--- src/rtl/mem_port_arbiter_if.sv ---
// mem_port_arbiter_if: requester-side and memory-side signals of the shared memory port
interface mem_port_arbiter_if #(parameter int AW = 64, parameter int DW = 64);
  logic          i_req_valid;
  logic          i_req_ready;
  logic [AW-1:0] i_req_addr;
  logic          i_resp_valid;
  logic [DW-1:0] i_resp_data;
  logic            d_req_valid;
  logic            d_req_ready;
  logic [AW-1:0]   d_req_addr;
  logic            d_req_wen;
  logic [DW-1:0]   d_req_wdata;
  logic [DW/8-1:0] d_req_wmask;
  logic            d_resp_valid;
  logic [DW-1:0]   d_resp_data;
  logic            m_req_valid;
  logic            m_req_ready;
  logic [AW-1:0]   m_req_addr;
  logic            m_req_wen;
  logic [DW-1:0]   m_req_wdata;
  logic [DW/8-1:0] m_req_wmask;
  logic            m_resp_valid;
  logic [DW-1:0]   m_resp_data;
  modport slave (
    input  i_req_valid, i_req_addr,
    output i_req_ready, i_resp_valid, i_resp_data,
    input  d_req_valid, d_req_addr, d_req_wen, d_req_wdata, d_req_wmask,
    output d_req_ready, d_resp_valid, d_resp_data,
    output m_req_valid, m_req_addr, m_req_wen, m_req_wdata, m_req_wmask,
    input  m_req_ready, m_resp_valid, m_resp_data
  );
  modport master (
    output i_req_valid, i_req_addr,
    input  i_req_ready, i_resp_valid, i_resp_data,
    output d_req_valid, d_req_addr, d_req_wen, d_req_wdata, d_req_wmask,
    input  d_req_ready, d_resp_valid, d_resp_data,
    input  m_req_valid, m_req_addr, m_req_wen, m_req_wdata, m_req_wmask,
    output m_req_ready, m_resp_valid, m_resp_data
  );
endinterface

--- src/rtl/mem_port_arbiter.sv ---
// mem_port_arbiter: shares one memory port between I fetch and D load/store, one transaction in flight
// ARB_RR_EN selects round-robin arbitration; otherwise D has fixed priority with a starvation guard for I.
module mem_port_arbiter #(
  parameter int AW         = 64,
  parameter int DW         = 64,
  parameter int STARVE_MAX = 4
) (
  input  logic              clk,
  input  logic              rst,
  mem_port_arbiter_if.slave bus,
  output logic              busy,
  output logic              owner_d
);
  typedef enum logic [1:0] {IDLE, REQ, WAIT} state_t;
  state_t          state_q, state_d;
  logic            owner_q;
  logic [AW-1:0]   addr_q;
  logic            wen_q;
  logic [DW-1:0]   wdata_q;
  logic [DW/8-1:0] wmask_q;
  logic            pick_d, grant_d, grant_i, m_valid, i_resp, d_resp;
`ifdef ARB_RR_EN
  assign pick_d = bus.d_req_valid && !(bus.i_req_valid && owner_q);
`else
  localparam int SW = $clog2(STARVE_MAX + 2);
  logic [SW-1:0] starve_q;
  logic          starved;
  assign starved = (STARVE_MAX != 0) && (starve_q == SW'(STARVE_MAX)) && bus.i_req_valid;
  assign pick_d  = bus.d_req_valid && !starved;
  // count D grants that left I waiting, saturating; any other grant clears it
  always_ff @(posedge clk or negedge rst)
    if (!rst) starve_q <= '0;
    else if (grant_d || grant_i) starve_q <= (grant_d && bus.i_req_valid) ? starve_q + SW'(starve_q != SW'(STARVE_MAX)) : '0;
`endif
  // state register; reset drops any in-flight transaction
  always_ff @(posedge clk or negedge rst)
    if (!rst) state_q <= IDLE;
    else state_q <= state_d;
  // arbitration in IDLE, request presentation in REQ, response routing in WAIT
  always_comb begin
    state_d = state_q;
    grant_d = 1'b0;
    grant_i = 1'b0;
    m_valid = 1'b0;
    i_resp  = 1'b0;
    d_resp  = 1'b0;
    case (state_q)
      IDLE: begin
        grant_d = rst && pick_d;
        grant_i = rst && !pick_d && bus.i_req_valid;
        state_d = (grant_d || grant_i) ? REQ : IDLE;
      end
      REQ: begin
        m_valid = 1'b1;
        state_d = bus.m_req_ready ? WAIT : REQ;
      end
      WAIT: begin
        i_resp  = bus.m_resp_valid && !owner_q;
        d_resp  = bus.m_resp_valid && owner_q;
        state_d = bus.m_resp_valid ? IDLE : WAIT;
      end
      default: state_d = IDLE;
    endcase
  end
  // latch the winner's request; I never writes
  always_ff @(posedge clk or negedge rst)
    if (!rst) begin
      owner_q <= 1'b0;
      addr_q  <= '0;
      wen_q   <= 1'b0;
      wdata_q <= '0;
      wmask_q <= '0;
    end else if (grant_d || grant_i) begin
      owner_q <= grant_d;
      addr_q  <= grant_d ? bus.d_req_addr : bus.i_req_addr;
      wen_q   <= grant_d && bus.d_req_wen;
      wdata_q <= grant_d ? bus.d_req_wdata : '0;
      wmask_q <= grant_d ? bus.d_req_wmask : '0;
    end
  assign bus.i_req_ready  = grant_i;
  assign bus.d_req_ready  = grant_d;
  assign bus.m_req_valid  = m_valid;
  assign bus.m_req_addr   = addr_q;
  assign bus.m_req_wen    = wen_q;
  assign bus.m_req_wdata  = wdata_q;
  assign bus.m_req_wmask  = wmask_q;
  assign bus.i_resp_valid = i_resp;
  assign bus.i_resp_data  = bus.m_resp_data;
  assign bus.d_resp_valid = d_resp;
  assign bus.d_resp_data  = bus.m_resp_data;
  assign busy             = state_q != IDLE;
  assign owner_d          = owner_q;
endmodule

--- src/flat_wrapper.sv ---
// flat-port wrapper written by rule: the top's interface ports become plain ports
module mem_port_arbiter_flat 
#(
  parameter int AW         = 64,
  parameter int DW         = 64,
  parameter int STARVE_MAX = 4
)
  (clk, rst, busy, owner_d, bus_i_req_valid, bus_i_req_addr, bus_i_req_ready, bus_i_resp_valid, bus_i_resp_data, bus_d_req_valid, bus_d_req_addr, bus_d_req_wen, bus_d_req_wdata, bus_d_req_wmask, bus_d_req_ready, bus_d_resp_valid, bus_d_resp_data, bus_m_req_valid, bus_m_req_addr, bus_m_req_wen, bus_m_req_wdata, bus_m_req_wmask, bus_m_req_ready, bus_m_resp_valid, bus_m_resp_data);
  mem_port_arbiter_if #(.AW(AW), .DW(DW)) bus_i ();
  input  logic clk;
  input  logic rst;
  output logic busy;
  output logic owner_d;
  input wire logic [$bits(bus_i.i_req_valid)-1:0] bus_i_req_valid;
  input wire logic [$bits(bus_i.i_req_addr)-1:0] bus_i_req_addr;
  output wire logic [$bits(bus_i.i_req_ready)-1:0] bus_i_req_ready;
  output wire logic [$bits(bus_i.i_resp_valid)-1:0] bus_i_resp_valid;
  output wire logic [$bits(bus_i.i_resp_data)-1:0] bus_i_resp_data;
  input wire logic [$bits(bus_i.d_req_valid)-1:0] bus_d_req_valid;
  input wire logic [$bits(bus_i.d_req_addr)-1:0] bus_d_req_addr;
  input wire logic [$bits(bus_i.d_req_wen)-1:0] bus_d_req_wen;
  input wire logic [$bits(bus_i.d_req_wdata)-1:0] bus_d_req_wdata;
  input wire logic [$bits(bus_i.d_req_wmask)-1:0] bus_d_req_wmask;
  output wire logic [$bits(bus_i.d_req_ready)-1:0] bus_d_req_ready;
  output wire logic [$bits(bus_i.d_resp_valid)-1:0] bus_d_resp_valid;
  output wire logic [$bits(bus_i.d_resp_data)-1:0] bus_d_resp_data;
  output wire logic [$bits(bus_i.m_req_valid)-1:0] bus_m_req_valid;
  output wire logic [$bits(bus_i.m_req_addr)-1:0] bus_m_req_addr;
  output wire logic [$bits(bus_i.m_req_wen)-1:0] bus_m_req_wen;
  output wire logic [$bits(bus_i.m_req_wdata)-1:0] bus_m_req_wdata;
  output wire logic [$bits(bus_i.m_req_wmask)-1:0] bus_m_req_wmask;
  input wire logic [$bits(bus_i.m_req_ready)-1:0] bus_m_req_ready;
  input wire logic [$bits(bus_i.m_resp_valid)-1:0] bus_m_resp_valid;
  input wire logic [$bits(bus_i.m_resp_data)-1:0] bus_m_resp_data;
  assign bus_i.i_req_valid = bus_i_req_valid;
  assign bus_i.i_req_addr = bus_i_req_addr;
  assign bus_i_req_ready = bus_i.i_req_ready;
  assign bus_i_resp_valid = bus_i.i_resp_valid;
  assign bus_i_resp_data = bus_i.i_resp_data;
  assign bus_i.d_req_valid = bus_d_req_valid;
  assign bus_i.d_req_addr = bus_d_req_addr;
  assign bus_i.d_req_wen = bus_d_req_wen;
  assign bus_i.d_req_wdata = bus_d_req_wdata;
  assign bus_i.d_req_wmask = bus_d_req_wmask;
  assign bus_d_req_ready = bus_i.d_req_ready;
  assign bus_d_resp_valid = bus_i.d_resp_valid;
  assign bus_d_resp_data = bus_i.d_resp_data;
  assign bus_m_req_valid = bus_i.m_req_valid;
  assign bus_m_req_addr = bus_i.m_req_addr;
  assign bus_m_req_wen = bus_i.m_req_wen;
  assign bus_m_req_wdata = bus_i.m_req_wdata;
  assign bus_m_req_wmask = bus_i.m_req_wmask;
  assign bus_i.m_req_ready = bus_m_req_ready;
  assign bus_i.m_resp_valid = bus_m_resp_valid;
  assign bus_i.m_resp_data = bus_m_resp_data;
  mem_port_arbiter #(.AW(AW), .DW(DW), .STARVE_MAX(STARVE_MAX)) u_core (.clk(clk), .rst(rst), .bus(bus_i), .busy(busy), .owner_d(owner_d));
endmodule
--- config.mk ---
export PLATFORM = sky130hd
export DESIGN_NAME = mem_port_arbiter_flat
export DESIGN_NICKNAME = d
export VERILOG_FILES = /design/src/rtl/mem_port_arbiter_if.sv /design/src/rtl/mem_port_arbiter.sv /design/src/flat_wrapper.sv
export SDC_FILE = /design/constraint.sdc
export NUM_CORES = 1
export LEC_CHECK = 0
export ABC_AREA = 1
export BUFFER_PORTS_ARGS = -buffer_cell sky130_fd_sc_hd__buf_2
export CAP_MARGIN = 20
export CORE_AREA = 4 4 209 211
export DETAILED_ROUTE_END_ITERATION = 7
export DIE_AREA = 0 0 213 215
export SLEW_MARGIN = 15
export SYNTH_ARGS = -nofsm -noshare
export SYNTH_HDL_FRONTEND = slang
export SYNTH_SLANG_ARGS = --single-unit
--- constraint.sdc ---
create_clock -name clk -period 2.7 [get_ports clk]
set_input_delay 0.405 -clock clk [delete_from_list [all_inputs] [get_ports clk]]
set_output_delay 0.405 -clock clk [all_outputs]
set_load 0.01 [all_outputs]
# Yosys cells after proc, flatten, opt, wreduce, memory -nomap -nowiden
# Index checks and enable logic that the tools add are counted.
[classes] addsub=1 n_eq_ne=4 mux=13 n_reduce_logical=16
[op_table] cell="2-to-1 mux 64 bit" n=2
[op_table] cell="logical AND 1 bit" n=9
[op_table] cell="2-to-1 mux 8 bit" n=1
[op_table] cell="2-to-1 mux 1 bit" n=6
[op_table] cell="case mux 2 bit (3 select lines)" n=1
[op_table] cell="2-to-1 mux 2 bit" n=2
[op_table] cell="adder 3 x 1 -> 3 bit" n=1
[op_table] cell="== test 3 bit (second input constant)" n=1
[op_table] cell="zero test 1 bit" n=3
[op_table] cell="2-to-1 mux 3 bit" n=1
[op_table] cell="inequality test 3 bit (second input constant)" n=1
[op_table] cell="== test 2 x 1 -> 1 bit (second input constant)" n=1
[op_table] cell="== test 2 bit (second input constant)" n=1
[op_table] cell="zero test 2 bit" n=1
[op_table] cell="logical OR 1 bit" n=2
[op_table] cell="nonzero test 2 bit" n=1
[totals] regBits=143 output_inout_bits=272 elab_cells=41

# Logic depth before layout (Yosys ltp)
# Gate-level depths: netlist (run 1).
[depth] word_depth=10 mapped_depth=9

# Worst setup path after synthesis (run 1)
# No wires, ideal clock.
[synth_path] path_kind="register to output" startpoint="reg u_core.starve_q[1]" endpoint="out bus_i_req_ready" arrival_ns=1.089 t_required_ns=2.295 path_slack_ns=1.206 stages_incl_launch_ff=5 n_path_buf=1 path_cell_list="dfrtp_1 -> nor2_1 -> nand3_2 -> clkbuf_1 -> a21oi_1"
[synth_between] elab_chain_len=8
[synth_rtl] item="start, declared" line_no="mem_port_arbiter.sv:26" rtl="logic [SW-1:0] starve_q;"
[synth_rtl] item="start signal, assigned" line_no="mem_port_arbiter.sv:33" rtl="else if (grant_d || grant_i) starve_q <= (grant_d && bus.i_req_valid) ? starve_q + SW'(starve_q != SW'(STARVE_ ..."
[synth_rtl] item="== test 3 bit" line_no="mem_port_arbiter.sv:28" rtl="assign starved = (STARVE_MAX != 0) && (starve_q == SW'(STARVE_MAX)) && bus.i_req_valid;"
[synth_rtl] item="logical AND 1 bit" line_no="mem_port_arbiter.sv:28"
[synth_rtl] item="zero test 1 bit" line_no="mem_port_arbiter.sv:29" rtl="assign pick_d = bus.d_req_valid && !starved;"
[synth_rtl] item="logical AND 1 bit" line_no="mem_port_arbiter.sv:29"
[synth_rtl] item="zero test 1 bit" line_no="mem_port_arbiter.sv:50" rtl="grant_i = rst && !pick_d && bus.i_req_valid;"
[synth_rtl] item="logical AND 1 bit (2 in a row)" line_no="mem_port_arbiter.sv:50"
[synth_rtl] item="2-to-1 mux 1 bit" line_no="mem_port_arbiter.sv:47" rtl="case (state_q)"
[synth_rtl] item="end, declared" line_no="flat_wrapper.sv:16" rtl="output wire logic [$bits(bus_i.i_req_ready)-1:0] bus_i_req_ready;"
# No other way between the ends.

# Worst setup path after layout (run 1)
[layout_path] startpoint="in rst" endpoint="out bus_i_req_ready"
[layout_between] elab_chain_len=3
[layout_rtl] item="start, declared" line_no="flat_wrapper.sv:11" rtl="input logic rst;"
[layout_rtl] item="logical AND 1 bit (2 in a row)" line_no="mem_port_arbiter.sv:50"
[layout_rtl] item="2-to-1 mux 1 bit" line_no="mem_port_arbiter.sv:47"
# No other way between the ends.

==> results of run 1 <==
tightest hold or removal path: cells and delay by family:
family | cells | cell delay [ns]
buf+inv | 1 | 0.07
simple gates | 2 | 0.08
placed cells by master (no fill, tap or decap), types with 3 or more instances in the layout:
master        n
inv_1         3
dfrtp_1     143
buf_2       349
nand3b_1     64
o21ai_1      10
a21oi_1      65
nand4_1      64
o21ai_0      68
clkbuf_16    17
nand2_1     221
clkinvlp_4    6
inv_6         3
inv_2         4
buf_4        10
buf_12        4
nor2_1       67
final cells by class:
cell class / instances / area [um^2] / area share [%]
antenna: 1 / 2.502 / 0.02620
clock inverter: 13 / 105.1 / 1.100
multi-input combinational: 571 / 2798 / 29.29
clock buffer: 19 / 442.9 / 4.638
sequential: 143 / 3578 / 37.47
timing repair buffer: 365 / 1923 / 20.14
tap: 539 / 674.4 / 7.061
inverter: 7 / 26.28 / 0.2751
where the power goes:
| part | internal (mW) | total, mW | switching [mW] |
|---|---|---|---|
| Clock | 1.21 | 2.22 | 1.01 |
| Sequential | 3.19 | 3.77 | 0.571 |
| Combinational | 1.52 | 3.94 | 2.42 |
| Total | 5.92 | 9.92 | 4.01 |
per-stage QoR:
step                cell area, um^2  util, %
global placement               8990    21.53
detailed placement             8990    21.53
CTS                            9548    22.86
global route                   9548    22.86
finish                         9550    22.87
floorplan                      7746        -
layer usage:
metal | GRT usage, % | routed length [um]
met1 | 11.81 | 9935
met2 | 19.47 | 13040
met3 | 5.819 | 3231
met4 | 4.982 | 760
met5 | 0.5388 | 60
sequential cells by signal (all words and copies together), names as in the netlist:
name,flops
u_core.starve_q,3
u_core.bus.m_req_wen,1
u_core.bus.m_req_wdata,64
u_core.bus.m_req_addr,64
u_core.bus.m_req_wmask,8
u_core.owner_d,1
u_core.state_q,2
worst max path at each step:
stage | start | depth (start not counted) | slack [ns] | endpoint
final | rst | 7 | 0.36 | bus_i_req_ready
after global routing | rst | 7 | 0.19 | bus_i_req_ready
after CTS | rst | 7 | 0.25 | bus_i_req_ready
after detailed placement | rst | 6 | 0.83 | bus_i_req_ready
after global placement | rst | 6 | 0.81 | bus_i_req_ready
after floorplan | u_core.starve_q[1] | 4 | 1.21 | bus_i_req_ready
timing repair:
item                                   CTS  global route
setup endpoints to repair                0             0
endpoints found under the hold margin   15             0
hold buffers                             1             0
setup buffers                            0             0
resized for setup                        0             0
cell families (layout without fill, tap and decap cells):
logic type                 after synthesis  count (layout)  synth area share, %
and+or+nand+nor                        423             423                26.09
buffers and inverters                  208             404                17.85
AOI/OAI and AO/OA                      145             145                9.433
DFF                                    143             143                46.20
adders and majority gates                2               2               0.3230
xor gates and xnor gates                 1               1               0.1131
other                                    0               1                    0
==> flow_summary.json, run 1 <==
{
  "wl_um": 27030,
  "netlist_top_cells_area": "dfrtp_1 (46%), buf_4 (15%), nand2_1 (11%)",
  "cp_top_family": "buffers and inverters",
  "fin_cells": 1658,
  "dp_cells": 1624,
  "drc": 0,
  "slowest_stage": "dlygate4sd3_1",
  "numClockSinks": 143,
  "synth_top_cell_area_share_pct": 46.20,
  "synth_nets": 1195,
  "async_flop_share_pct": 100.0,
  "netlist_instances": 922,
  "h-tree-depth": 4,
  "die_width_um": 213,
  "max_cap_violations": 0,
  "crit_path_max_incr_delay_ns": 0.54,
  "rows": 75,
  "drv_slew": 0,
  "fin_setup_tns_ns": 0,
  "grt_max_degree": 99,
  "grt_pass1_vias": 7278,
  "synth-main-ff-cell": "dfrtp_1",
  "cp.arrival_ns": 1.94,
  "hp-start": "bus_d_req_wdata[15]",
  "min_to": "u_core.bus.m_req_wdata[15]",
  "status": "finished, final reports clean",
  "grtUsageTotal_pct": 11.47,
  "postSynthAreaPerCell_um2": 8.401,
  "vias": 7085,
  "cp-end-kind": "output port",
  "ios": 543,
  "cts_buffers": 17,
  "synth.most_common_cell": "nand2_1",
  "yosysTopAreaCell": "dfrtp_1",
  "worst_slack_ns": 0.3593,
  "gp_routability_congestion": 0.8155,
  "syn_to_final_growth_pct": 23.29,
  "fp.dieH_um": 215,
  "drive_above_1_share_pct": 36.23,
  "die_area_mm2": 0.04580,
  "nets": 1378,
  "synthesis.area_mm2": 0.007746,
  "holdPathStages": 3,
  "pre_cts_slack_ns": 0.8315,
  "reg2reg_from": "u_core.state_q[1]",
  "fmax_mhz": 427.2,
  "hold_violations": 0,
  "rsz0062_at_grt": "no",
  "worstSkewPairLatency_ns": 0.46,
  "skew_ns": 0.01652,
  "worst_slew_pin_slew_ns": 0.8050,
  "worst-setup-path-type": "in2out",
  "cts-root-buf": "clkbuf_16",
  "dp_hpwl_um": 18850,
  "fin_crit_sh_pct": 86.69,
  "tritoncts": "built",
  "finalSetupViolCount": 0,
  "synthTopCellsByCount": "nand2_1 (221), buf_4 (151), dfrtp_1 (143)",
  "post_drt_via_cell_ratio": 4.273,
  "antenna_found_initial": 4,
  "cts_max_path_buffers": 2,
  "nFillCells": 4551,
  "ff2ff_path_depth": 7,
  "wire_per_inst_um": 16.30,
  "io_buffers": 350,
  "start_kind": "primary input",
  "synth_edf_count": 0,
  "grt_pass1_wl_um": 40140,
  "relSlewSlack_pct": 46.34,
  "crit_chain": "dlygate4sd3_1, buf_6, inv_2, nor2_4, nand2_1, a21oi_1, buf_2",
  "regToRegEndpoint": "u_core.bus.m_req_addr[8]",
  "leakage_nw": 4.940,
  "powerDensity_mw_per_mm2": 1039,
  "grt-ovfl-total": 0,
  "hold_slack_ns": 0.1259,
  "seq_area_frac_synth_pct": 46.20,
  "ant_nets": 0,
  "path_clk_slew_ns": 0.07,
  "cp.required_ns": 2.30,
  "path_max_fanout": 4,
  "reg2reg_setup_slack_ns": 0.83,
  "core_mm2": 0.04176,
  "drtPass1Iterations": 5,
  "drtIter0Drc": 485,
  "min_period_ns": 2.341,
  "total_power_mw": 9.925,
  "cp_num_buf_inv": 4,
  "synth_seq_cells": 143,
  "ir_drop_uv": 471.1,
  "start_util_pct": 18.55,
  "hp-class": "in2reg",
  "ys_warn_count": 0,
  "netlist-cell-type-count": 24
}
(Power assumes the default switching activity.)
==> inputs of run 2 (changes only) <==
--- a/config.mk
+++ b/config.mk
@@ -11,6 +11,7 @@
 export CORE_AREA = 4 4 209 211
 export DETAILED_ROUTE_END_ITERATION = 7
 export DIE_AREA = 0 0 213 215
+export REMOVE_ABC_BUFFERS = 1
 export SLEW_MARGIN = 15
 export SYNTH_ARGS = -nofsm -noshare
 export SYNTH_HDL_FRONTEND = slang
==> flow_summary.json, run 2 (same netlist as run 1, synthesis figures left out) <==
{
  "status": "finished, final reports clean",
  "fin_crit_sh_pct": 84.21,
  "finalSetupViolCount": 0,
  "path_max_fanout": 6,
  "worst_slew_pin_slew_ns": 0.8865,
  "hold_violations": 0,
  "worst-setup-path-type": "in2out",
  "diodes": 0,
  "cp.required_ns": 2.30,
  "max_cap_violations": 0,
  "wire_per_inst_um": 22.11,
  "hp-class": "in2reg",
  "grt-ovfl-total": 0,
  "dp_hpwl_um": 27030,
  "numClockSinks": 143,
  "leakage_nw": 5.002,
  "min_period_ns": 2.274,
  "h-tree-depth": 4,
  "fin_cells": 1659,
  "ant_nets": 0,
  "grtUsageTotal_pct": 15.53,
  "drtPass1Iterations": 5,
  "cp-end-kind": "output port",
  "cts_buffers": 17,
  "nets": 1380,
  "crit_path_max_incr_delay_ns": 0.58,
  "worst_slack_ns": 0.4263,
  "ios": 543,
  "vias": 7452,
  "worstSkewPairLatency_ns": 0.47,
  "dp_cells": 1626,
  "drive_above_1_share_pct": 36.43,
  "post_drt_via_cell_ratio": 4.492,
  "grt_pass1_wl_um": 51120,
  "hold_buffers": 1,
  "final_common_cell": "buf_2",
  "cp.arrival_ns": 1.87,
  "nFillCells": 4631,
  "slowest_stage": "dlygate4sd3_1",
  "path_clk_slew_ns": 0.07,
  "cp_num_buf_inv": 5,
  "grt_max_degree": 97,
  "syn_to_final_growth_pct": 24.57,
  "rows": 75,
  "post-route-util_pct": 23.11,
  "gp_routability_congestion": 0.8369,
  "ir_drop_uv": 530.1,
  "relSlewSlack_pct": 40.90,
  "die_width_um": 213,
  "cpMostUsedCell": "inv_2",
  "cp_top_family": "buffers and inverters",
  "cts_max_path_buffers": 2,
  "cts_setup_buffers": 0,
  "antenna_found_initial": 0,
  "drv_slew": 0,
  "cts-root-buf": "clkbuf_16",
  "drc": 0,
  "io_buffers": 350,
  "start_util_pct": 18.55,
  "ctsResizeCount": 0,
  "total_power_mw": 10.33,
  "crit_chain": "dlygate4sd3_1, buf_6, inv_2, nor2_4, nand3_2, inv_2, buf_2",
  "rsz0062_at_grt": "no",
  "start_kind": "primary input",
  "core_mm2": 0.04176,
  "fp.dieH_um": 215,
  "powerDensity_mw_per_mm2": 1070,
  "fmax_mhz": 439.8,
  "grt_pass1_vias": 7347,
  "pre_cts_slack_ns": 0.7233,
  "drtIter0Drc": 720,
  "tritoncts": "built",
  "most-common-layout-cells": "buf_2 (349), nand2_1 (221), dfrtp_1 (143)",
  "die_area_mm2": 0.04580,
  "skew_ns": 0.008877,
  "wl_um": 36690
}
==> run 2: changes by cell type in the layout (fill, tap and decap cells not counted), sizes merged <==
cell / before / now
clkinvlp: 6 / 2
inv: 11 / 15
buf: 364 / 366
bufinv: 0 / 2
clkbuf: 19 / 18
clkinv: 3 / 2
diode: 1 / 0
==> run 2: worst paths after layout <==
path | start | endpoint | slack, ns | cells after the start
worst min-delay path | bus_d_req_wdata[23] | u_core.bus.m_req_wdata[23] | 0.12 | 3
worst max-delay path | rst | bus_d_req_ready | 0.43 | 7
min in group asynchronous | rst | u_core.state_q[0] | 0.34 | 2
max in group asynchronous | rst | u_core.bus.m_req_wdata[23] | 1.29 | 3
worst min register to register | u_core.bus.m_req_wmask[6] | u_core.bus.m_req_wmask[6] | 0.49 | 2
worst max register to register | u_core.starve_q[1] | u_core.bus.m_req_addr[60] | 0.85 | 6
==> run 2: final cells by class <==
cell class	instances	area (um^2)	share of cell area [%]
inverter	7	26.28	0.2723
clock buffer	18	439.2	4.551
clock inverter	14	170.2	1.763
multi-input combinational	571	2798	28.99
sequential	143	3578	37.09
timing repair buffer	367	1963	20.34
tap	539	674.4	6.989
==> run 2: where the power goes <==
group          total, mW  leakage (nW)  internal [mW]  switching [mW]
registers           3.78          1.77           3.19           0.588
clock network       2.53         0.294           1.42            1.11
logic               4.02          2.94           1.53            2.49
total               10.3          5.00           6.14            4.18
==> run 2: layer usage <==
metal  global-route usage (%)  vias up  wire length (um)
met5                    10.24        -               660
met4                    5.282       16               723
met3                    13.33       49              6903
met2                    19.27      585             13850
met1                    18.48     3502             14550
li1                         -     3300                 -
==> run 2: through the flow <==
step,hold WS [ns],instance area [um^2],setup TNS (ns)
floorplan,0.1094,6390,-216.40
global placement,0.2107,9030,0
detailed placement,0.2105,9030,0
CTS,0.05747,9649,0
global route,0.08667,9649,0
finish,0.1237,9649,0
==> run 2: tightest hold or removal path, cell delays in order <==
cell     delay, ns
buf_2         0.07
nand2_1       0.04
nand2_1       0.04
==> inputs of run 3 (changes only) <==
==> constraint.sdc (replaced) <==
create_clock -name clk -period 2.2 [get_ports clk]
set_input_delay 0.33 -clock clk [delete_from_list [all_inputs] [get_ports clk]]
set_output_delay 0.33 -clock clk [all_outputs]
set_load 0.01 [all_outputs]
==> flow_summary.json, run 3 (same netlist as run 1, synthesis figures left out) <==
{
  "cts-root-buf": "clkbuf_16",
  "crit_chain": "inv_2, nand2_4, nor2_4, nand3_2, inv_4, buf_2",
  "core_mm2": 0.04176,
  "rsz0062_at_grt": "no",
  "final_common_cell": "buf_2",
  "tritoncts": "built",
  "nets": 1385,
  "worst_slew_pin_slew_ns": 0.8247,
  "total_power_mw": 12.87,
  "cp-startpoint": "u_core.state_q[1]",
  "most-common-layout-cells": "buf_2 (349), nand2_1 (221), dfrtp_1 (143)",
  "antenna_found_initial": 3,
  "grt_max_degree": 97,
  "gp_routability_congestion": 0.8144,
  "vias": 7408,
  "hp-start": "bus_d_req_wdata[37]",
  "fp.dieH_um": 215,
  "nFillCells": 4577,
  "post_drt_via_cell_ratio": 4.452,
  "crit_path_max_incr_delay_ns": 0.40,
  "finalSetupViolCount": 0,
  "ir_drop_uv": 546.7,
  "drc": 0,
  "io_buffers": 350,
  "cp.required_ns": 1.87,
  "cp_top_family": "buffers and inverters",
  "status": "finished, final reports clean",
  "drv_slew": 0,
  "skew_ns": 0.009006,
  "grt-ovfl-total": 0,
  "hp-class": "in2reg",
  "die_area_mm2": 0.04580,
  "grt_pass1_wl_um": 50140,
  "cp-end-kind": "output port",
  "worst-setup-path-type": "reg2out",
  "rows": 75,
  "powerDensity_mw_per_mm2": 1323,
  "min_period_ns": 2.065,
  "wire_per_inst_um": 22.03,
  "drtPass1Iterations": 5,
  "area.sequential_mm2": 0.003578,
  "grt_pass1_vias": 7137,
  "hold_slack_ns": 0.08203,
  "cp_num_buf_inv": 3,
  "reg2reg_from": "u_core.state_q[1]",
  "numClockSinks": 143,
  "wl_um": 36650,
  "slowest_stage": "dfrtp_1",
  "relSlewSlack_pct": 45.02,
  "ant_nets": 0,
  "ios": 543,
  "leakage_nw": 5.036,
  "drtIter0Drc": 441,
  "dp_hpwl_um": 27050,
  "cts_buffers": 17,
  "path_clk_slew_ns": 0.07,
  "grtUsageTotal_pct": 15.20,
  "cts_max_path_buffers": 2,
  "max_cap_violations": 0,
  "fin_crit_sh_pct": 93.84,
  "worstSkewPairLatency_ns": 0.44,
  "multi_input_area_mm2": 0.002798,
  "post-route-util_pct": 23.30,
  "die_width_um": 213,
  "start_util_pct": 18.55,
  "h-tree-depth": 4,
  "syn_to_final_growth_pct": 25.59,
  "hold_violations": 0,
  "cp.arrival_ns": 1.73,
  "fin_setup_tns_ns": 0,
  "start_kind": "flop",
  "drive_above_1_share_pct": 36.48,
  "path_max_fanout": 16,
  "fmax_mhz": 484.4
}
-- run 3: final timing paths --
path                                                   end  slack, ns  cells after the start
worst max-delay path                       bus_d_req_ready       0.14                      6
worst min-delay path            u_core.bus.m_req_wdata[37]       0.08                      3
worst max register to register  u_core.bus.m_req_wdata[18]       0.50                      6
worst min register to register   u_core.bus.m_req_wdata[0]       0.49                      2
max in group asynchronous        u_core.bus.m_req_addr[46]       0.80                      4
min in group asynchronous        u_core.bus.m_req_wdata[7]       0.54                      3
-- run 3: tightest hold or removal path, stage by stage --
cell and delay (ns):
buf_2 0.07, nand2_1 0.04, nand2_1 0.04
-- run 3: power by group --
part / leakage (nW) / internal [mW] / switching, mW
logic: 2.97 / 1.90 / 3.06
clock network: 0.301 / 2.07 / 1.20
registers: 1.77 / 3.92 / 0.725
total: 5.04 / 7.88 / 4.98
-- run 3: what timing repair did --
action,CTS,global route
hold buffers,1,0
gates resized for setup,1,0
setup endpoints to repair,1,0
endpoints found under the hold margin,24,0
setup buffers,0,0
-- run 3: layer usage --
metal	vias up	part of all wire, %	GRT usage [%]
li1	3304	-	-
met1	3441	38	17.28
met2	611	38	19.76
met3	39	20	14.47
met4	13	1.3	3.436
met5	-	1.5	8.621
-- run 3: per-stage QoR --
step	std cells	setup slack (ns)	area, um^2
floorplan	721	-2.505	6390
global placement	1631	0.4009	9067
detailed placement	1631	0.3679	9067
CTS	1663	0.03820	9726
global route	1663	0.01231	9726
finish	1664	0.1354	9728
-- run 3: layout make-up --
class / instances / share of cell area, %
Sequential cell: 143 / 36.78
Multi-Input combinational cell: 571 / 28.76
Timing Repair Buffer: 372 / 20.57
Tap cell: 539 / 6.932
Clock buffer: 21 / 4.733
Clock inverter: 10 / 1.904
Inverter: 7 / 0.2958
Antenna cell: 1 / 0.02572
